[config.mk]
export PLATFORM = sky130hd
export DESIGN_NAME = instr_sequencer
export DESIGN_NICKNAME = d
export VERILOG_FILES = /design/src/rtl/seq_pkg.sv /design/src/rtl/pc_next.sv /design/src/rtl/instr_sequencer.sv
export SDC_FILE = /design/constraint.sdc
export NUM_CORES = 1
export LEC_CHECK = 0
export ABC_AREA = 0
export ABC_CLOCK_PERIOD_IN_PS = 2700
export CAP_MARGIN = 20
export CORE_ASPECT_RATIO = 0.6
export CORE_MARGIN = 2
export CORE_UTILIZATION = 49
export DETAILED_ROUTE_END_ITERATION = 6
export GPL_TIMING_DRIVEN = 0
export PLACE_DENSITY_LB_ADDON = 0.08
export SETUP_SLACK_MARGIN = 0.3
export SKIP_CTS_REPAIR_TIMING = 1
export SYNTH_ARGS = -nofsm -noshare
export SYNTH_HDL_FRONTEND = slang
export SYNTH_HIERARCHICAL = 1
export SYNTH_SLANG_ARGS = --single-unit
[constraint.sdc]
create_clock -name clk -period 2.7 [get_ports clk]
set_input_delay 0.54 -clock clk [delete_from_list [all_inputs] [get_ports clk]]
set_output_delay 0.54 -clock clk [all_outputs]
set_load 0.02 [all_outputs]
[src/rtl/seq_pkg.sv]
// Shared types and encodings for the instruction sequencer.
package seq_pkg;

  typedef enum logic [2:0] {
    StIdle,
    StFetch,
    StDecode,
    StExec,
    StMem,
    StWb,
    StDone
  } state_t;

  localparam logic [2:0] CLS_R     = 3'b000;
  localparam logic [2:0] CLS_BEQ   = 3'b001;
  localparam logic [2:0] CLS_SRL   = 3'b010;
  localparam logic [2:0] CLS_SLL   = 3'b011;
  localparam logic [2:0] CLS_LOAD  = 3'b100;
  localparam logic [2:0] CLS_STORE = 3'b101;
  localparam logic [2:0] CLS_JUMP  = 3'b110;
  localparam logic [2:0] CLS_I     = 3'b111;

  localparam logic [1:0] OPT_HALT = 2'b11;

  localparam int unsigned CLS_MSB = 8;
  localparam int unsigned CLS_LSB = 6;
  localparam int unsigned OPT_MSB = 5;
  localparam int unsigned OPT_LSB = 4;

  function automatic logic is_halt(input logic [2:0] cls, input logic [1:0] opt);
    return (cls == CLS_I) && (opt == OPT_HALT);
  endfunction

endpackage

[src/rtl/pc_next.sv]
// Next-PC computation: signed-offset branch, increment or hold, all modulo 2^PC_W.
module pc_next #(
  parameter int unsigned PC_W  = 10,
  parameter int unsigned OFF_W = 6
) (
  input  logic [PC_W-1:0]  pc,
  input  logic [OFF_W-1:0] offset,
  input  logic             take_branch,
  input  logic             inc,
  output logic [PC_W-1:0]  next_pc
);

  always_comb begin
    // Sign-extend (or truncate) the offset to PC_W; the add then wraps naturally.
    if (take_branch) begin
      next_pc = pc + PC_W'(signed'(offset));
    end else if (inc) begin
      next_pc = pc + PC_W'(1);
    end else begin
      next_pc = pc;
    end
  end

endmodule

[src/rtl/instr_sequencer.sv]
// Multi-cycle fetch/decode/exec/mem/wb control FSM for the 9-bit instruction datapath.
// Optional perf counters (cyc_cnt, ret_cnt) are enabled by defining INSTR_SEQ_PERF_CNT_EN.
module instr_sequencer #(
  parameter int unsigned PC_W    = 10,
  parameter int unsigned INSTR_W = 9,
  parameter int unsigned OFF_W   = 6
) (
  input  logic               clk,
  input  logic               rst_n,
  input  logic               start,
  output logic               ack,
  output logic [PC_W-1:0]    imem_addr,
  input  logic [INSTR_W-1:0] imem_data,
  output logic [INSTR_W-1:0] instr,
  output logic [2:0]         alu_op,
  output logic [1:0]         op_type,
  input  logic               alu_zero,
  output logic               mem_re,
  output logic               mem_we,
  output logic               reg_we,
  output logic               busy
`ifdef INSTR_SEQ_PERF_CNT_EN
  ,
  output logic [15:0]        cyc_cnt,
  output logic [15:0]        ret_cnt
`endif
);

  import seq_pkg::*;

  state_t               state_q, state_d;
  logic [PC_W-1:0]      pc_q, pc_d, pc_nxt;
  logic [INSTR_W-1:0]   instr_q, instr_d;
  logic [2:0]           cls;
  logic [1:0]           opt;
  logic                 take, inc, launch;

  assign cls = instr_q[CLS_MSB:CLS_LSB];
  assign opt = instr_q[OPT_MSB:OPT_LSB];

  // PC update control is kept apart from the state logic so pc_nxt never feeds back into it.
  always_comb begin
    take = 1'b0;
    inc  = 1'b0;
    unique case (state_q)
      StExec: begin
        if (cls == CLS_BEQ) begin
          take = alu_zero;
          inc  = ~alu_zero;
        end else if (cls == CLS_JUMP) begin
          take = 1'b1;
        end
      end
      StMem:   inc = (cls == CLS_STORE);
      StWb:    inc = 1'b1;
      default: ;
    endcase
  end

  pc_next #(
    .PC_W  (PC_W),
    .OFF_W (OFF_W)
  ) u_pc_next (
    .pc          (pc_q),
    .offset      (instr_q[OFF_W-1:0]),
    .take_branch (take),
    .inc         (inc),
    .next_pc     (pc_nxt)
  );

  always_comb begin
    state_d = state_q;
    instr_d = instr_q;
    launch  = 1'b0;
    unique case (state_q)
      StIdle, StDone: begin
        if (start) begin
          launch  = 1'b1;
          state_d = StFetch;
        end
      end
      StFetch:  state_d = StDecode;
      StDecode: begin
        instr_d = imem_data;
        state_d = StExec;
      end
      StExec: begin
        unique case (cls)
          CLS_R, CLS_SRL, CLS_SLL: state_d = StWb;
          CLS_I:                   state_d = is_halt(cls, opt) ? StDone : StWb;
          CLS_LOAD, CLS_STORE:     state_d = StMem;
          CLS_BEQ, CLS_JUMP:       state_d = StFetch;
        endcase
      end
      StMem:   state_d = (cls == CLS_LOAD) ? StWb : StFetch;
      StWb:    state_d = StFetch;
      default: state_d = StIdle;
    endcase
    pc_d = launch ? '0 : pc_nxt;
  end

  always_ff @(posedge clk or negedge rst_n) begin
    if (!rst_n) begin
      state_q <= StIdle;
      pc_q    <= '0;
      instr_q <= '0;
    end else begin
      state_q <= state_d;
      pc_q    <= pc_d;
      instr_q <= instr_d;
    end
  end

  // Moore outputs: decoded from the current state only, so reset kills strobes at once.
  always_comb begin
    ack     = 1'b0;
    busy    = 1'b0;
    alu_op  = 3'b000;
    op_type = 2'b00;
    mem_re  = 1'b0;
    mem_we  = 1'b0;
    reg_we  = 1'b0;
    unique case (state_q)
      StIdle: ;
      StDone: ack = 1'b1;
      StFetch, StDecode: busy = 1'b1;
      StExec, StMem, StWb: begin
        busy    = 1'b1;
        alu_op  = cls;
        op_type = opt;
        mem_re  = (state_q == StMem) && (cls == CLS_LOAD);
        mem_we  = (state_q == StMem) && (cls == CLS_STORE);
        reg_we  = (state_q == StWb);
      end
      default: ;
    endcase
  end

  assign imem_addr = pc_q;
  assign instr     = instr_q;

`ifdef INSTR_SEQ_PERF_CNT_EN
  logic [15:0] cyc_q, ret_q;
  logic        retire;

  assign retire = ((state_q == StExec || state_q == StMem || state_q == StWb) &&
                   (state_d == StFetch)) || (state_q == StExec && state_d == StDone);

  always_ff @(posedge clk or negedge rst_n) begin
    if (!rst_n) begin
      cyc_q <= '0;
      ret_q <= '0;
    end else if (launch) begin
      cyc_q <= '0;
      ret_q <= '0;
    end else begin
      if (busy && cyc_q != 16'hFFFF) cyc_q <= cyc_q + 16'd1;
      if (retire && ret_q != 16'hFFFF) ret_q <= ret_q + 16'd1;
    end
  end

  assign cyc_cnt = cyc_q;
  assign ret_cnt = ret_q;
`endif

endmodule

==> metrics, run 1 <==
outcome=finished, final reports clean; DIE AREA=3980 µm²; XOR/XNOR Fraction of Synth Area=7.20%; Critical Path RT=2860 ps; global-route wire length before repair=6880 µm; Clock Tree Buf Depth=2; crit path max fanout=10; P_leak=1.08 nW; ys async rst share=100%; Via density=5.74; Starting Density=51.9%; met3 GRT Util=4.95%; Setup WS pre-CTS=35.3 ps; Top Ports=42; DR WL/cell=~16 µm; clock skew=2.18 ps; Critical Path Start Type=flop; Reg2Reg Capture Point=imem_addr[9]; initial antenna violation count=0; Seq/Total Area, Yosys=32.3%; Setup TNS=0 ps; final-report setup violation count=0; fmax=0.406 GHz; grt met2 use=33.3%; Core ar.=approximately 3300 µm²; mux contribution to synthesized area=between 7 and 8%; Non-Filler Instances=272; Sink Count=22; clock insertion delay at the later pin of the skew report=260 ps; Worst R2R Setup Slack=240 ps; Peak supply drop=0.000642 V; Hold WC Path Type=in -> async; area share of the largest cell type after synthesis=32.3%; Ant. Diodes=0; final count of hold timing violations=0; critical path class=reg -> reg; placed instance count=between 200 and 300; Worst R2R Path Depth=12; Port Buffer Count=a little over 40; largest net degree at the start of global routing=23; vias in the first global route=between 1,000 and 1,500; Most used DFF post-synth=dfrtp_1; fin crit share=about nine tenths; Pwr per Cell Area=1250 nW/µm²; final critical-path required period=about 2500 ps; syn_area_per_cell=9.62 µm²; DRC=0; Congestion Overflow GR=0; nets=approximately 250; Die W=80.1 µm; busiest grt layer=met1; Final WS setup=239 ps; top post-synthesis cells by area=dfrtp_1, ha_1, mux2_2, and2_1, xor2_1; first drt pass iteration count=4; RSZ-0062 raised after global routing=yes; Design Power=0.00291 W; CTS Buf Count=3; endpoint class of the critical path=flop; Routed Wire Length=approximately 4200 µm; net count after synthesis=~200; Area Overhead vs Synth=36.6%; final slew viol count=0; Die Y-Extent=49.7 µm; initial DRC count=143; H-tree Lvls=1; post-synthesis instance area=1700 µm²; critical path arrival=2620 ps; Ys Warns=6; Root Driver=clkbuf_8; post-synthesis simple-gate area fraction=24.6%; Reg clk slew, reported paths=roughly 80 ps; Worst-Margin Slew=between 400 and 500 ps; TritonCTS clock tree=built; Slew headroom=70.5%; Synth area leader=dfrtp_1; count of different cell masters after synthesis=50; vias=1,560; Seq cells post-synth=22; HPWL Detailed=3150 µm; Rows=16; post-synthesis instance total=between 150 and 200; Post-Synth Adder-Cell Area=8.52%; Routability Congestion=0.968; max_cap viols=0; proportion of layout cells with a drive suffix above 1=between 10% and 20%; Synth Area in Compound Gates=17.5%; EDFF count, synth=0; Tot GR Track Use=22.2%; Final ANT Viol Nets=0; FF-to-FF Start=state_q[2]; M1 GR Usage=34.0%; main combinational cell family by area after synthesis=simple AND/OR/NAND/NOR gates
==> power breakdown <==
part           switching (W)  internal (W)
Clock               0.000105      0.000130
Combinational        0.00100      0.000943
Sequential          0.000245      0.000483
Total                0.00136       0.00156
==> flip-flops by register name, indices dropped and copies added, names as in the netlist <==
signal     cells
instr          9
state_q        3
imem_addr     10
==> layout make-up <==
class / instances / area [µm²]
Buffer: 4 / 30.0
Clock buffer: 4 / 55.1
Fill cell: 246 / 957
Inverter: 5 / 18.8
Multi-Input combinational cell: 146 / 1130
Sequential cell: 22 / 553
Tap cell: 45 / 56.3
Timing Repair Buffer: 46 / 485
==> placed cells by master, fill, tap and decap left out, types with 2 or more instances in the layout <==
cell / n
inv_1: 3
nor3_1: 3
a21oi_1: 11
nand4_1: 3
clkbuf_8: 4
mux2_2: 9
mux2i_1: 2
o21ai_1: 2
o21bai_1: 2
xor2_1: 9
o21ai_0: 8
a211oi_2: 2
a21o_1: 3
inv_2: 2
and2_1: 13
dfrtp_1: 20
nor2_1: 6
a211oi_1: 5
dfrtp_2: 2
nand3_1: 7
a41oi_1: 2
clkdlybuf4s50_1: 34
buf_4: 6
ha_1: 10
dlymetal6s2s_1: 7
nand2b_4: 2
nand3b_1: 2
nand2_1: 16
xnor2_1: 5
==> worst max-delay path by stage <==
stage,endpoint,cells past startpoint,from
global placement,imem_addr[9],10,alu_zero
global route,imem_addr[9],10,instr[7]
CTS,imem_addr[9],12,state_q[2]
finish,imem_addr[9],12,state_q[2]
floorplan,imem_addr[8],8,imem_addr[0]
detailed placement,imem_addr[9],10,alu_zero
==> worst max-delay path, cell delays in order, from the launching register on <==
cell and delay, ps:
dfrtp_1 370, buf_4 170, nand3b_1 250, nand3b_1 230
o22ai_2 150, buf_4 150, nand3_1 120, nor2_4 200
nand3_1 140, mux2i_1 160, a211oi_1 210, nand2_1 80
and2_4 130
==> cells by family (layout without fill, tap and decap cells) <==
family | Yosys count | after routing
buf+inv | 9 | 59
compound gates | 44 | 44
xor+xnor | 14 | 14
fa+ha+maj | 11 | 11
flops | 22 | 22
mux | 11 | 11
simple gates | 66 | 66
==> cell usage after synthesis, types with 2 or more instances <==
| master | n |
|---|---|
| inv_2 | 2 |
| xnor2_1 | 5 |
| nand3_1 | 7 |
| nand2_1 | 16 |
| o21ai_0 | 8 |
| nor3_1 | 3 |
| dfrtp_1 | 22 |
| a21o_1 | 3 |
| a21oi_1 | 11 |
| inv_1 | 3 |
| a211oi_1 | 6 |
| ha_1 | 10 |
| o21ai_1 | 2 |
| mux2i_1 | 2 |
| nand2b_4 | 2 |
| nor2_1 | 7 |
| nand4_1 | 3 |
| o22ai_1 | 2 |
| and2_1 | 13 |
| a41oi_1 | 2 |
| mux2_2 | 9 |
| o21bai_1 | 2 |
| nand3b_1 | 2 |
| xor2_1 | 9 |
==> per-layer routing <==
layer / up-vias / wire (µm)
met1: 744 / 2000
met5: - / 0
met4: 0 / 13
li1: 751 / -
met2: 63 / 1920
met3: 2 / 295
==> stage by stage <==
step,utilization [%],hold slack [ps],instance area [µm²]
floorplan,-,244,1700
global placement,66.1,538,2170
detailed placement,66.1,542,2170
CTS,67.8,561,2220
global route,70.8,489,2330
finish,70.8,495,2330
No activity file was read; power rests on OpenSTA's default activity.
==> run 2: changes to the inputs <==
Settings changed: CAP_MARGIN 20 to 40, CORE_ASPECT_RATIO 0.6 to 2.
==> metrics, run 2 (synthesis results as in run 1) <==
outcome=finished, final reports clean (unchanged); Hold WC Path Type=reg -> reg (was in -> async); critical path class=reg -> reg (unchanged); Die W=45.7 µm (was 80.1 µm); Rows=30 (was 16); Routed Wire Length=4670 µm (was 4220 µm); CTS Buf Count=3 (unchanged); max_cap viols=0 (unchanged); CP bufs+invs=1 (was 2); Port Buffer Count=41 (unchanged); Critical Path RT=2870 ps (was 2860 ps); vias=1,602 (was 1,560); fin crit share=88.2% (was 91.1%); Die Y-Extent=87.4 µm (was 49.7 µm); HPWL Detailed=3540 µm (was 3150 µm); placed instance count=251 (was 263); crit path max fanout=9 (was 10); clock insertion delay at the later pin of the skew report=270 ps (was 260 ps); Final ANT Viol Nets=0 (unchanged); Area Overhead vs Synth=35.2% (was 36.6%); initial DRC count=59 (was 143); instance count on the critical path=10 (was 12); final slew viol count=0 (unchanged); CP cell instances=and2b_1 > nand3_1 > a21oi_1 > inv_2 > and4_1 > nand3_1 > mux2i_1 > a211oi_1 > nand2_1 > and2_4 (was buf_4 > nand3b_1 > nand3b_1 > o22ai_2 > buf_4 > nand3_1 > nor2_4 > nand3_1 > mux2i_1 > a211oi_1 > nand2_1 > and2_4); initial antenna violation count=0 (unchanged); critical path arrival=2550 ps (was 2620 ps); Top Ports=42 (unchanged); proportion of layout cells with a drive suffix above 1=17.7% (was 18.1%); Clock Tree Buf Depth=2 (unchanged); slowest stage delay, CP=470 ps (was 370 ps); Worst Setup SP=instr[7] (was state_q[2]); clock skew=2.67 ps (was 2.18 ps); Non-Filler Instances=258 (was 272); Tot GR Track Use=26.1% (was 22.2%); CP max stage cell=dfrtp_1 (unchanged); Largest register FFs=10 (unchanged); final core occ=68.9% (was 70.8%); H-tree Lvls=1 (unchanged); Reg2Reg Capture Point=imem_addr[9] (unchanged); Congestion Overflow GR=0 (unchanged); Worst R2R Path Depth=10 (was 12); DIE AREA=3990 µm² (was 3980 µm²); Design Power=0.00301 W (was 0.00291 W); largest net degree at the start of global routing=14 (was 23); nets=251 (was 252); Critical Path Start Type=flop (unchanged); CP Capture Point=imem_addr[9] (unchanged); Reg clk slew, reported paths=90 ps (was 80 ps); vias in the first global route=1,667 (was 1,351); most frequent cells in the layout=clkdlybuf4s50_1, dfrtp_1, nand2_1 (unchanged); Peak supply drop=0.00105 V (was 0.000642 V); delay-heaviest family, CP=simple AND/OR/NAND/NOR gates (unchanged); fmax=0.420 GHz (was 0.406 GHz); final-report setup violation count=0 (unchanged); final critical-path required period=2380 ps (was 2460 ps); P_leak=1.07 nW (was 1.08 nW); Via density=6.21 (was 5.74); Worst R2R Setup Slack=320 ps (was 240 ps); Setup TNS=0 ps (unchanged); Slew headroom=57.5% (was 70.5%); commonest non-fill, non-tap cell in the layout=clkdlybuf4s50_1 (unchanged); Pwr per Cell Area=1310 nW/µm² (was 1250 nW/µm²); Core ar.=3340 µm² (was 3280 µm²); Filler Cell Count=274 (was 246); Sink Count=22 (unchanged); Ant. Diodes=0 (unchanged); DRC=0 (unchanged); first drt pass iteration count=4 (unchanged); most used cell, CP=nand3_1; global-route wire length before repair=7650 µm (was 6880 µm); TritonCTS clock tree=built (unchanged); Root Driver=clkbuf_8 (unchanged); Worst-Margin Slew=635 ps (was 442 ps); Starting Density=51.0% (was 51.9%); Routability Congestion=0.904 (was 0.968); final count of hold timing violations=0 (unchanged); DR WL/cell=18.1 µm (was 15.5 µm); endpoint class of the critical path=flop (unchanged); FF-to-FF Start=instr[7] (was state_q[2]); RSZ-0062 raised after global routing=yes (unchanged)
run 2: cell types whose count changed in the layout (fill, tap and decap cells not counted), sizes merged:
cell | previous run | this run
buf | 8 | 7
bufinv | 0 | 1
clkbuf | 5 | 4
run 2: worst register-to-register path: cells and delay by family, from the launching register on:
| kind | cells | cell delay, ps |
|---|---|---|
| mux | 1 | 90 |
| buf+inv | 1 | 170 |
| flops | 1 | 470 |
| compound gates | 2 | 610 |
| simple gates | 6 | 950 |
run 2: power by group:
group          leakage, nW  switching [W]  internal (W)
combinational        0.766        0.00102      0.000936
clock               0.0357       0.000121      0.000198
sequential           0.270       0.000254      0.000483
run 2: worst min path at each step:
stage / slack [ps] / depth (start not counted) / end / from
final: 580 / 1 / instr[0] / instr[0]
after global routing: 610 / 1 / instr[0] / instr[0]
after CTS: 600 / 1 / instr[0] / instr[0]
after detailed placement: 570 / 1 / instr[0] / instr[0]
after global placement: 530 / 1 / instr[0] / instr[0]
after floorplan: 240 / 0 / imem_addr[0] / rst_n
run 2: layer usage:
| metal | GRT usage (%) | wire, µm | vias up |
|---|---|---|---|
| li1 | - | - | 744 |
| met5 | 0 | 0 | - |
| met2 | 47.6 | 2610 | 51 |
| met4 | 12.8 | 171 | 0 |
| met3 | 2.70 | 143 | 18 |
| met1 | 27.6 | 1740 | 789 |
run 2: cell type report:
cell class,count,area [µm²],share of cell area [%]
buffer,4,30.0,1.30
clock buffer,3,41.3,1.79
clock inverter,1,30.0,1.30
inverter,5,18.8,0.815
multi-input combinational,146,1120,48.8
sequential,22,553,24.0
tap,32,40.0,1.74
timing repair buffer,45,465,20.2
run 2: stage by stage:
step	cell area, µm²	hold WS [ps]	setup slack (ps)
floorplan	1700	244	455
global placement	2150	533	70.6
detailed placement	2170	570	24.2
CTS	2240	595	141
global route	2300	606	126
finish	2300	583	318
==> run 3: changes to the inputs <==
Settings changed: CORE_UTILIZATION 49 to 55, DONT_BUFFER_PORTS set to 1.
==> metrics, run 3 (synthesis results as in run 1) <==
Setup WS pre-CTS=183 ps (was 24.2 ps); critical path class=reg -> reg (unchanged); global-route wire length before repair=6550 µm (was 7650 µm); Design Area, Final=1990 µm² (was 2300 µm²); slowest stage delay, CP=370 ps (was 470 ps); initial DRC count=27 (was 59); first drt pass iteration count=4 (unchanged); proportion of layout cells with a drive suffix above 1=33.0% (was 17.7%); Design Power=0.00275 W (was 0.00301 W); Final ANT Viol Nets=0 (unchanged); Peak supply drop=0.000734 V (was 0.00105 V); Core ar.=2940 µm² (was 3340 µm²); Worst R2R Path Depth=12 (was 10); Largest register FFs=10 (unchanged); critical path arrival=2520 ps (was 2550 ps); outcome=finished, final reports clean (unchanged); Worst-Margin Slew=787 ps (was 635 ps); CP max stage cell=dfrtp_1 (unchanged); Critical Path RT=2860 ps (was 2870 ps); Final WS setup=341 ps (was 318 ps); Root Driver=clkbuf_8 (unchanged); Worst R2R Setup Slack=340 ps (was 320 ps); Area Overhead vs Synth=16.8% (was 35.2%); RSZ-0062 raised after global routing=no (was yes); endpoint class of the critical path=flop (unchanged); DR WL/cell=18.7 µm (was 18.1 µm); Die W=43.3 µm (was 45.7 µm); Reg clk slew, reported paths=90 ps (about the same); final slew viol count=0 (unchanged); clock insertion delay at the later pin of the skew report=260 ps (was 270 ps); Ant. Diodes=0 (unchanged); commonest non-fill, non-tap cell in the layout=nand2_1 (was clkdlybuf4s50_1); Starting Density=57.9% (was 51.0%); Die Y-Extent=82.7 µm (was 87.4 µm); Routability Congestion=0.908 (was 0.904); fin crit share=87.4% (was 88.2%); Area after DPL=1740 µm² (was 2170 µm²); fmax=0.424 GHz (was 0.420 GHz); Reg2Reg Capture Point=imem_addr[9] (unchanged); Clock Tree Buf Depth=2 (unchanged); final-report setup violation count=0 (unchanged); Port Buffer Count=0 (was 41); final critical-path required period=2360 ps (was 2380 ps); P_leak=0.801 nW (was 1.07 nW); Rows=28 (was 30); CP bufs+invs=2 (was 1); clock skew=6.08 ps (was 2.67 ps); Slew headroom=47.1% (was 57.5%); most frequent cells in the layout=nand2_1, and2_1, dfrtp_1 (was clkdlybuf4s50_1, dfrtp_1, nand2_1); Routed Wire Length=4070 µm (was 4670 µm); Setup TNS=0 ps (unchanged); nets=213 (was 251); final count of hold timing violations=0 (unchanged); crit path max fanout=10 (was 9); Pwr per Cell Area=1380 nW/µm² (was 1310 nW/µm²); Critical Path Start Type=flop (unchanged); Via density=6.33 (was 6.21); initial antenna violation count=0 (unchanged); CTS Buf Count=3 (unchanged); Hold WC Path Type=in -> async (was reg -> reg); Top Ports=42 (unchanged); vias in the first global route=1,380 (was 1,667); H-tree Lvls=1 (unchanged); Congestion Overflow GR=0 (unchanged); max_cap viols=0 (unchanged); DIE AREA=3580 µm² (was 3990 µm²); largest net degree at the start of global routing=23 (was 14); DRC=0 (unchanged); FF-to-FF Start=state_q[2] (was instr[7]); HPWL Detailed=2910 µm (was 3540 µm); Tot GR Track Use=24.0% (was 26.1%); minimum hold slack=69.9 ps (was 583 ps); CP cell instances=buf_4 > nand3b_1 > nand3b_1 > o22ai_1 > buf_4 > nand3_2 > nor2_4 > and3_1 > a211oi_2 > a41oi_1 > nand2_1 > and2_4 (was and2b_1 > nand3_1 > a21oi_1 > inv_2 > and4_1 > nand3_1 > mux2i_1 > a211oi_1 > nand2_1 > and2_4); Sink Count=22 (unchanged); delay-heaviest family, CP=simple AND/OR/NAND/NOR gates (unchanged); vias=1,380 (was 1,602); TritonCTS clock tree=built (unchanged)
run 3: changes by cell type in the layout (fill, tap and decap cells not counted), sizes merged:
cell and change:
clkdlybuf4s50 -34, dlymetal6s2s -7, buf +3
run 3: metal layers:
metal,GRT usage (%),routed length (µm),up-vias
met3,3.91,279,8
li1,-,-,667
met5,0,0,-
met4,10.0,92,0
met1,26.8,1530,652
met2,43.9,2170,53
run 3: layout make-up:
class / count / area, µm²
multi-input cells: 146 / 1200
fillers: 254 / 955
flip-flops and latches: 22 / 564
repair buffers: 7 / 62.6
clock buffers: 3 / 41.3
well taps: 30 / 37.5
clock inverters: 1 / 30.0
plain buffers: 4 / 30.0
inverters: 5 / 18.8
run 3: where the power goes:
group          leakage [nW]  switching, W  total (W)  internal, W
logic                 0.504      0.000791    0.00151     0.000716
clock network        0.0357      0.000114   0.000312     0.000198
registers             0.262      0.000438   0.000932     0.000494
run 3: stage by stage:
stage | util (%) | instances
floorplan | - | 177
global route | 67.6 | 218
detailed placement | 59.1 | 207
finish | 67.6 | 218
global placement | 59.1 | 207
CTS | 61.6 | 211
run 3: how the worst max path moves through the flow:
stage | depth (start not counted) | start | slack, ps | endpoint
2_1_floorplan | 8 | imem_addr[0] | 450 | imem_addr[8]
3_3_place_gp | 12 | state_q[2] | 230 | imem_addr[9]
3_5_place_dp | 10 | instr[7] | 180 | imem_addr[9]
4_1_cts | 10 | instr[7] | 160 | imem_addr[9]
5_1_grt | 10 | instr[7] | 250 | imem_addr[9]
6_report | 12 | state_q[2] | 340 | imem_addr[9]
